==> src/rtl/cacheline_burst_adaptor_pkg.sv <==
// Shared types for the cache line / memory burst adaptor.
package cache_adaptor_types;

  localparam int unsigned BEATS  = 4;
  localparam int unsigned BEAT_W = 64;
  localparam int unsigned LINE_W = BEATS * BEAT_W;

  typedef logic [1:0] beat_idx_t;

  typedef enum logic [1:0] {
    IDLE,
    RD_BURST,
    WR_BURST,
    DONE
  } adaptor_state_t;

  // Pick beat idx out of a line; beat 0 is the least significant 64 bits.
  function automatic logic [BEAT_W-1:0] beat_sel(input logic [LINE_W-1:0] line,
                                                 input beat_idx_t         idx);
    return line[idx*BEAT_W +: BEAT_W];
  endfunction

endpackage

==> src/rtl/cacheline_burst_adaptor_burst_shift_reg.sv <==
// Line-wide register with whole-line load and indexed single-beat write.
module burst_shift_reg
  import cache_adaptor_types::*;
(
  input  logic              clk,
  input  logic              rst,
  input  logic              i_load,
  input  logic [LINE_W-1:0] i_line,
  input  logic              i_beat_we,
  input  beat_idx_t         i_beat_idx,
  input  logic [BEAT_W-1:0] i_beat_data,
  output logic [LINE_W-1:0] o_line
);

  logic [LINE_W-1:0] r_line;

  // Full-line load wins over a beat write; otherwise only the addressed beat changes.
  always_ff @(posedge clk) begin
    if (rst) begin
      r_line <= '0;
    end else if (i_load) begin
      r_line <= i_line;
    end else if (i_beat_we) begin
      for (int k = 0; k < BEATS; k++) begin
        if (i_beat_idx == beat_idx_t'(k)) begin
          r_line[k*BEAT_W +: BEAT_W] <= i_beat_data;
        end
      end
    end
  end

  assign o_line = r_line;

endmodule

==> src/rtl/cacheline_burst_adaptor.sv <==
// Turns a 256-bit cache line fill/writeback into a 4-beat 64-bit memory burst.
module cacheline_burst_adaptor
  import cache_adaptor_types::*;
#(
  parameter int unsigned s_line  = 256,
  parameter int unsigned s_burst = 64
) (
  input  logic               clk,
  input  logic               rst,
  input  logic [s_line-1:0]  line_i,
  output logic [s_line-1:0]  line_o,
  input  logic [31:0]        address_i,
  input  logic               read_i,
  input  logic               write_i,
  output logic               resp_o,
  input  logic [s_burst-1:0] burst_i,
  output logic [s_burst-1:0] burst_o,
  output logic [31:0]        address_o,
  output logic               read_o,
  output logic               write_o,
  input  logic               resp_i
);

  localparam int unsigned s_beats = s_line / s_burst;

  adaptor_state_t    r_state, w_state_next;
  beat_idx_t         r_cnt, w_cnt_next;
  logic [31:0]       r_addr;
  logic              w_latch;
  logic              w_wb_load;
  logic              w_fill_we;
  logic              w_last;
  logic [LINE_W-1:0] w_wb_line;

  assign w_last = (r_cnt == beat_idx_t'(s_beats - 1));

  // State and beat counter registers.
  always_ff @(posedge clk) begin
    if (rst) begin
      r_state <= IDLE;
      r_cnt   <= '0;
    end else begin
      r_state <= w_state_next;
      r_cnt   <= w_cnt_next;
    end
  end

  // Line-aligned request address, captured only when a request is accepted.
  always_ff @(posedge clk) begin
    if (rst) begin
      r_addr <= '0;
    end else if (w_latch) begin
      r_addr <= address_i & 32'hFFFF_FFE0;
    end
  end

  // Next-state, counter and memory/cache handshake decode.
  always_comb begin
    w_state_next = r_state;
    w_cnt_next   = r_cnt;
    w_latch      = 1'b0;
    w_wb_load    = 1'b0;
    w_fill_we    = 1'b0;
    read_o       = 1'b0;
    write_o      = 1'b0;
    resp_o       = 1'b0;
    burst_o      = '0;
    case (r_state)
      IDLE: begin
        // Writeback goes first so a dirty victim leaves before the fill.
        if (write_i) begin
          w_latch      = 1'b1;
          w_wb_load    = 1'b1;
          w_state_next = WR_BURST;
        end else if (read_i) begin
          w_latch      = 1'b1;
          w_state_next = RD_BURST;
        end
      end
      RD_BURST: begin
        read_o = 1'b1;
        if (resp_i) begin
          w_fill_we  = 1'b1;
          w_cnt_next = r_cnt + 2'd1;
          if (w_last) w_state_next = DONE;
        end
      end
      WR_BURST: begin
        write_o = 1'b1;
        burst_o = beat_sel(w_wb_line, r_cnt);
        if (resp_i) begin
          w_cnt_next = r_cnt + 2'd1;
          if (w_last) w_state_next = DONE;
        end
      end
      DONE: begin
        resp_o       = 1'b1;
        w_state_next = IDLE;
      end
      default: w_state_next = IDLE;
    endcase
  end

  assign address_o = r_addr;

  burst_shift_reg u_fill (
    .clk         (clk),
    .rst         (rst),
    .i_load      (1'b0),
    .i_line      ('0),
    .i_beat_we   (w_fill_we),
    .i_beat_idx  (r_cnt),
    .i_beat_data (burst_i),
    .o_line      (line_o)
  );

  burst_shift_reg u_wb (
    .clk         (clk),
    .rst         (rst),
    .i_load      (w_wb_load),
    .i_line      (line_i),
    .i_beat_we   (1'b0),
    .i_beat_idx  (r_cnt),
    .i_beat_data ('0),
    .o_line      (w_wb_line)
  );

endmodule

==> config.mk <==
export PLATFORM = sky130hd
export DESIGN_NAME = cacheline_burst_adaptor
export DESIGN_NICKNAME = d
export VERILOG_FILES = /design/src/rtl/cacheline_burst_adaptor_pkg.sv /design/src/rtl/cacheline_burst_adaptor_burst_shift_reg.sv /design/src/rtl/cacheline_burst_adaptor.sv
export SDC_FILE = /design/constraint.sdc
export NUM_CORES = 1
export LEC_CHECK = 0
export ABC_CLOCK_PERIOD_IN_PS = 2200
export CORE_AREA = 10 10 265 267
export DETAILED_ROUTE_END_ITERATION = 8
export DIE_AREA = 0 0 275 277
export PLACE_DENSITY = 0.64
export SLEW_MARGIN = 40
export SYNTH_ARGS = -nofsm -noshare
export SYNTH_HDL_FRONTEND = slang
export SYNTH_SLANG_ARGS = --single-unit
==> constraint.sdc <==
create_clock -name clk -period 2.2 [get_ports clk]
set_clock_uncertainty 0.1 [all_clocks]
set_input_delay 0.22 -clock clk [delete_from_list [all_inputs] [get_ports clk]]
set_output_delay 0.22 -clock clk [all_outputs]
set_load 0.05 [all_outputs]
==> flow_metrics.py <==
metrics = {
    "yosys": {
        "synth-adder-area-share_pct": 0.542,
        "ys_seq_elements": 543,
        "synth_area_um2": 20800,
        "syn_inst": 2535,
        "synth_top_cells_by_area": "dfxtp_1, nand2_1, a21oi_1",
        "ys_async_sr_fraction_pct": 0,
        "synthSimpleGateAreaFrac_pct": 21.9,
        "yosysTopAreaCellShare_pct": 52.3,
        "ys_seq_area_share_pct": 52.3,
        "syn_area_per_cell_um2": 8.20,
        "synth_compound_area_share_pct": 13.2,
        "muxShareOfSynthArea_pct": 7.09,
        "netlist.top_cell.by_area": "dfxtp_1",
        "yosys.area_share.xor_xnor_pct": 0.0422,
        "synth_top_family_by_area": "simple AND/OR/NAND/NOR gates",
        "ys_types": 25,
        "yosys_warnings": 0,
        "synth-edff-count": 0,
        "synth-main-ff-cell": "dfxtp_1",
    },
    "floorplan": {
        "initial_core_util_pct": 31.9,
        "design.die.area_um2": 76200,
        "rows": 94,
        "design.core.area_um2": 65200,
        "die-height_um": 277,
        "ios": 712,
        "die_x_um": 275,
    },
    "pwr": {
        "power_per_cell_area_nw_per_um2": 950,
        "vdd_drop_max_uv": 668,
        "finalPower_mw": 30.1,
        "p_leak_nw": 11.6,
    },
    "timing": {
        "setup-violations-final": 64,
        "period_minus_slack_ns": 2.52,
        "finalCritPeriodShare_pct": 115,
        "finalWorstSetupSlack_ns": -0.321,
        "worst_pin_slew_ns": 0.668,
        "max_freq_ghz": 0.397,
        "hold_viol_final": 0,
        "relSlewSlack_pct": 55.7,
        "rsz0062_at_grt": "true",
        "slew_viol_final": 0,
        "holdWs_ns": 0.0426,
    },
    "worst_setup_path": {
        "worstPathArrival_ns": 2.20,
        "cp_slowest_cell": "mux4_2",
        "critPathRequiredTime_ns": 1.88,
        "path_cells": "buf_12 > buf_16 > mux4_2 > and2_4 > buf_8",
        "rr_endpoint": "u_wb.o_line[178]$_SDFFE_PP0P_",
        "worstSetupPathType": "reg2out",
        "cp_max_fo": 6,
        "worst-r2r-setup-slack_ns": 0.19,
        "r2r_cells": 7,
        "crit_path_end_kind": "output pin",
        "r2r-start": "r_state[1]$_SDFFE_PP0P_",
        "critPathMaxStageDelay_ns": 0.53,
        "critPathLaunchType": "register",
    },
    "cells_and_area": {
        "fillCellCount": 6395,
        "layout_common_cells": "nand2_1, clkdlybuf4s50_1, dfxtp_1",
        "design_area_um2": 31700,
        "finalNetCount": 3567,
        "final-seq-area_um2": 10900,
        "synthToLayoutAreaGrowth_pct": 52.5,
        "multiInputGateArea_um2": 9090,
        "fin_util_pct": 48.6,
        "layout_commonest_cell": "nand2_1",
        "drive_gt1_share_pct": 12.4,
    },
    "clocking": {
        "clockRootBuffer": "clkbuf_16",
        "numCtsBuffers": 57,
        "cts.htree.levels": 2,
        "insertion_delay_ns": 0.61,
        "path_clk_slew_ns": 0.06,
        "tritoncts": "built",
        "cts.sinks": 543,
        "clock_path_buffers": 3,
    },
    "global_route": {
        "grt-ovfl-total": 0,
        "grt_first_pass_wirelength_um": 121000,
        "met3_usage_pct": 7.20,
        "use_met2_pct": 35.6,
        "antenna_found_initial": 18,
        "grtUsageMet1_pct": 22.2,
        "grt_busiest_layer": "met2",
        "grt_pass1_vias": 19300,
        "grt_start_max_net_pins": 75,
        "grt_usage_pct": 20.6,
    },
    "route": {
        "drc": 0,
        "vias": 19700,
        "wl_per_cell_um": 20.1,
        "via_per_inst": 4.78,
        "initialDrtViolationCount": 1249,
        "ant_nets": 0,
        "wl_um": 83000,
        "dr.pass1.iters": 7,
    },
    "run_status": {
        "status": "complete, but fails checks",
        "violations": "negative setup slack",
    },
    "placed_design": {
        "globalplace.congestion": 0.846,
        "hpwl_um": 60200,
        "io_buffer_count": 701,
        "placed_cell_area_um2": 28700,
    },
    "min_path": {
        "hp-start": "line_i[148]",
        "whs_endpoint": "u_wb.o_line[148]$_SDFFE_PP0P_",
        "hp-class": "in2reg",
        "min_delay_path_depth": 3,
    },
    "flow_run": {
        "cap_violations": 0,
    },
}
-- registers in the layout (all words and copies together), names as in the netlist --
register / cells
r_cnt: 2
u_fill.o_line: 256
u_wb.o_line: 256
r_state: 2
address_o: 27
-- synth_stat cells (2+ instances only) --
library cell and count:
mux2i_1 2, and2_1 65, buf_4 26, and3_1 4, a21oi_1 540, buf_1 5
ha_1 9, buf_2 84, nand2_1 1082, mux4_2 64, clkbuf_1 82, nor2_1 5
buf_6 6, inv_1 4, dfxtp_1 543, nand3_1 5
-- kinds of logic after synthesis --
logic type / count (synthesis)
multiplexers: 67
XOR/XNOR: 1
other: 1
AO/OA/AOI/OAI: 544
AND/OR/NAND/NOR: 1162
adder cells (fa/ha/maj): 9
buffers and inverters: 208
flip-flops: 543
-- metal layers --
layer | up-vias | wire [um]
met2 | 699 | 40500
met5 | - | 34
met3 | 154 | 8200
met1 | 9222 | 30700
met4 | 6 | 3580
li1 | 9616 | -
-- final cells by class --
cell class | count | share of cell area, %
timing repair buffer | 807 | 27.4
antenna | 14 | 0.111
tap | 864 | 3.41
multi-input combinational | 1788 | 28.7
inverter | 4 | 0.0474
clock inverter | 19 | 0.723
sequential | 543 | 34.3
clock buffer | 83 | 5.25
-- metrics by stage --
step / TNS, ns / setup slack, ns / std cells
after global routing: -23.84 / -0.415 / 4119
after CTS: -25.24 / -0.459 / 4105
after detailed placement: 0 / 0.144 / 3980
after floorplan: 0 / 0.0542 / 2539
after global placement: 0 / 0.170 / 3980
final: -17.51 / -0.321 / 4122
-- repair_timing --
item                                   in CTS  in global routing
resized for setup                         142                 94
pin swaps                                  10                 37
hold buffers                                6                  0
setup buffers                              12                  6
setup endpoints to repair                  87                 73
cloned                                      6                  1
endpoints found under the hold margin      49                  0
-- critical path, delay by kind of cell, from the launching register on --
| kind | cells | cell delay, ns |
|---|---|---|
| buffers and inverters | 3 | 0.45 |
| DFF | 1 | 0.43 |
| muxes | 1 | 0.53 |
| and+or+nand+nor | 1 | 0.16 |
-- worst max-delay path by stage --
stage,from,end,slack (ns),cells after the start
floorplan,r_state[0]$_SDFFE_PP0P_,burst_o[10],0.05,5
global placement,r_cnt[0]$_SDFFE_PP0P_,burst_o[24],0.17,4
detailed placement,r_cnt[0]$_SDFFE_PP0P_,burst_o[24],0.14,4
CTS,r_cnt[0]$_SDFFE_PP0P_,burst_o[54],-0.46,6
global route,r_cnt[0]$_SDFFE_PP0P_,burst_o[40],-0.41,5
finish,r_cnt[0]$_SDFFE_PP0P_,burst_o[58],-0.32,5
-- report_power, final --
group / switching (mW) / total [mW] / internal [mW]
sequential: 0.620 / 11.6 / 11.0
clock: 4.14 / 9.75 / 5.61
combinational: 4.99 / 8.75 / 3.76
total: 9.75 / 30.1 / 20.3
Note: power is estimated with default switching activity, not from simulation.
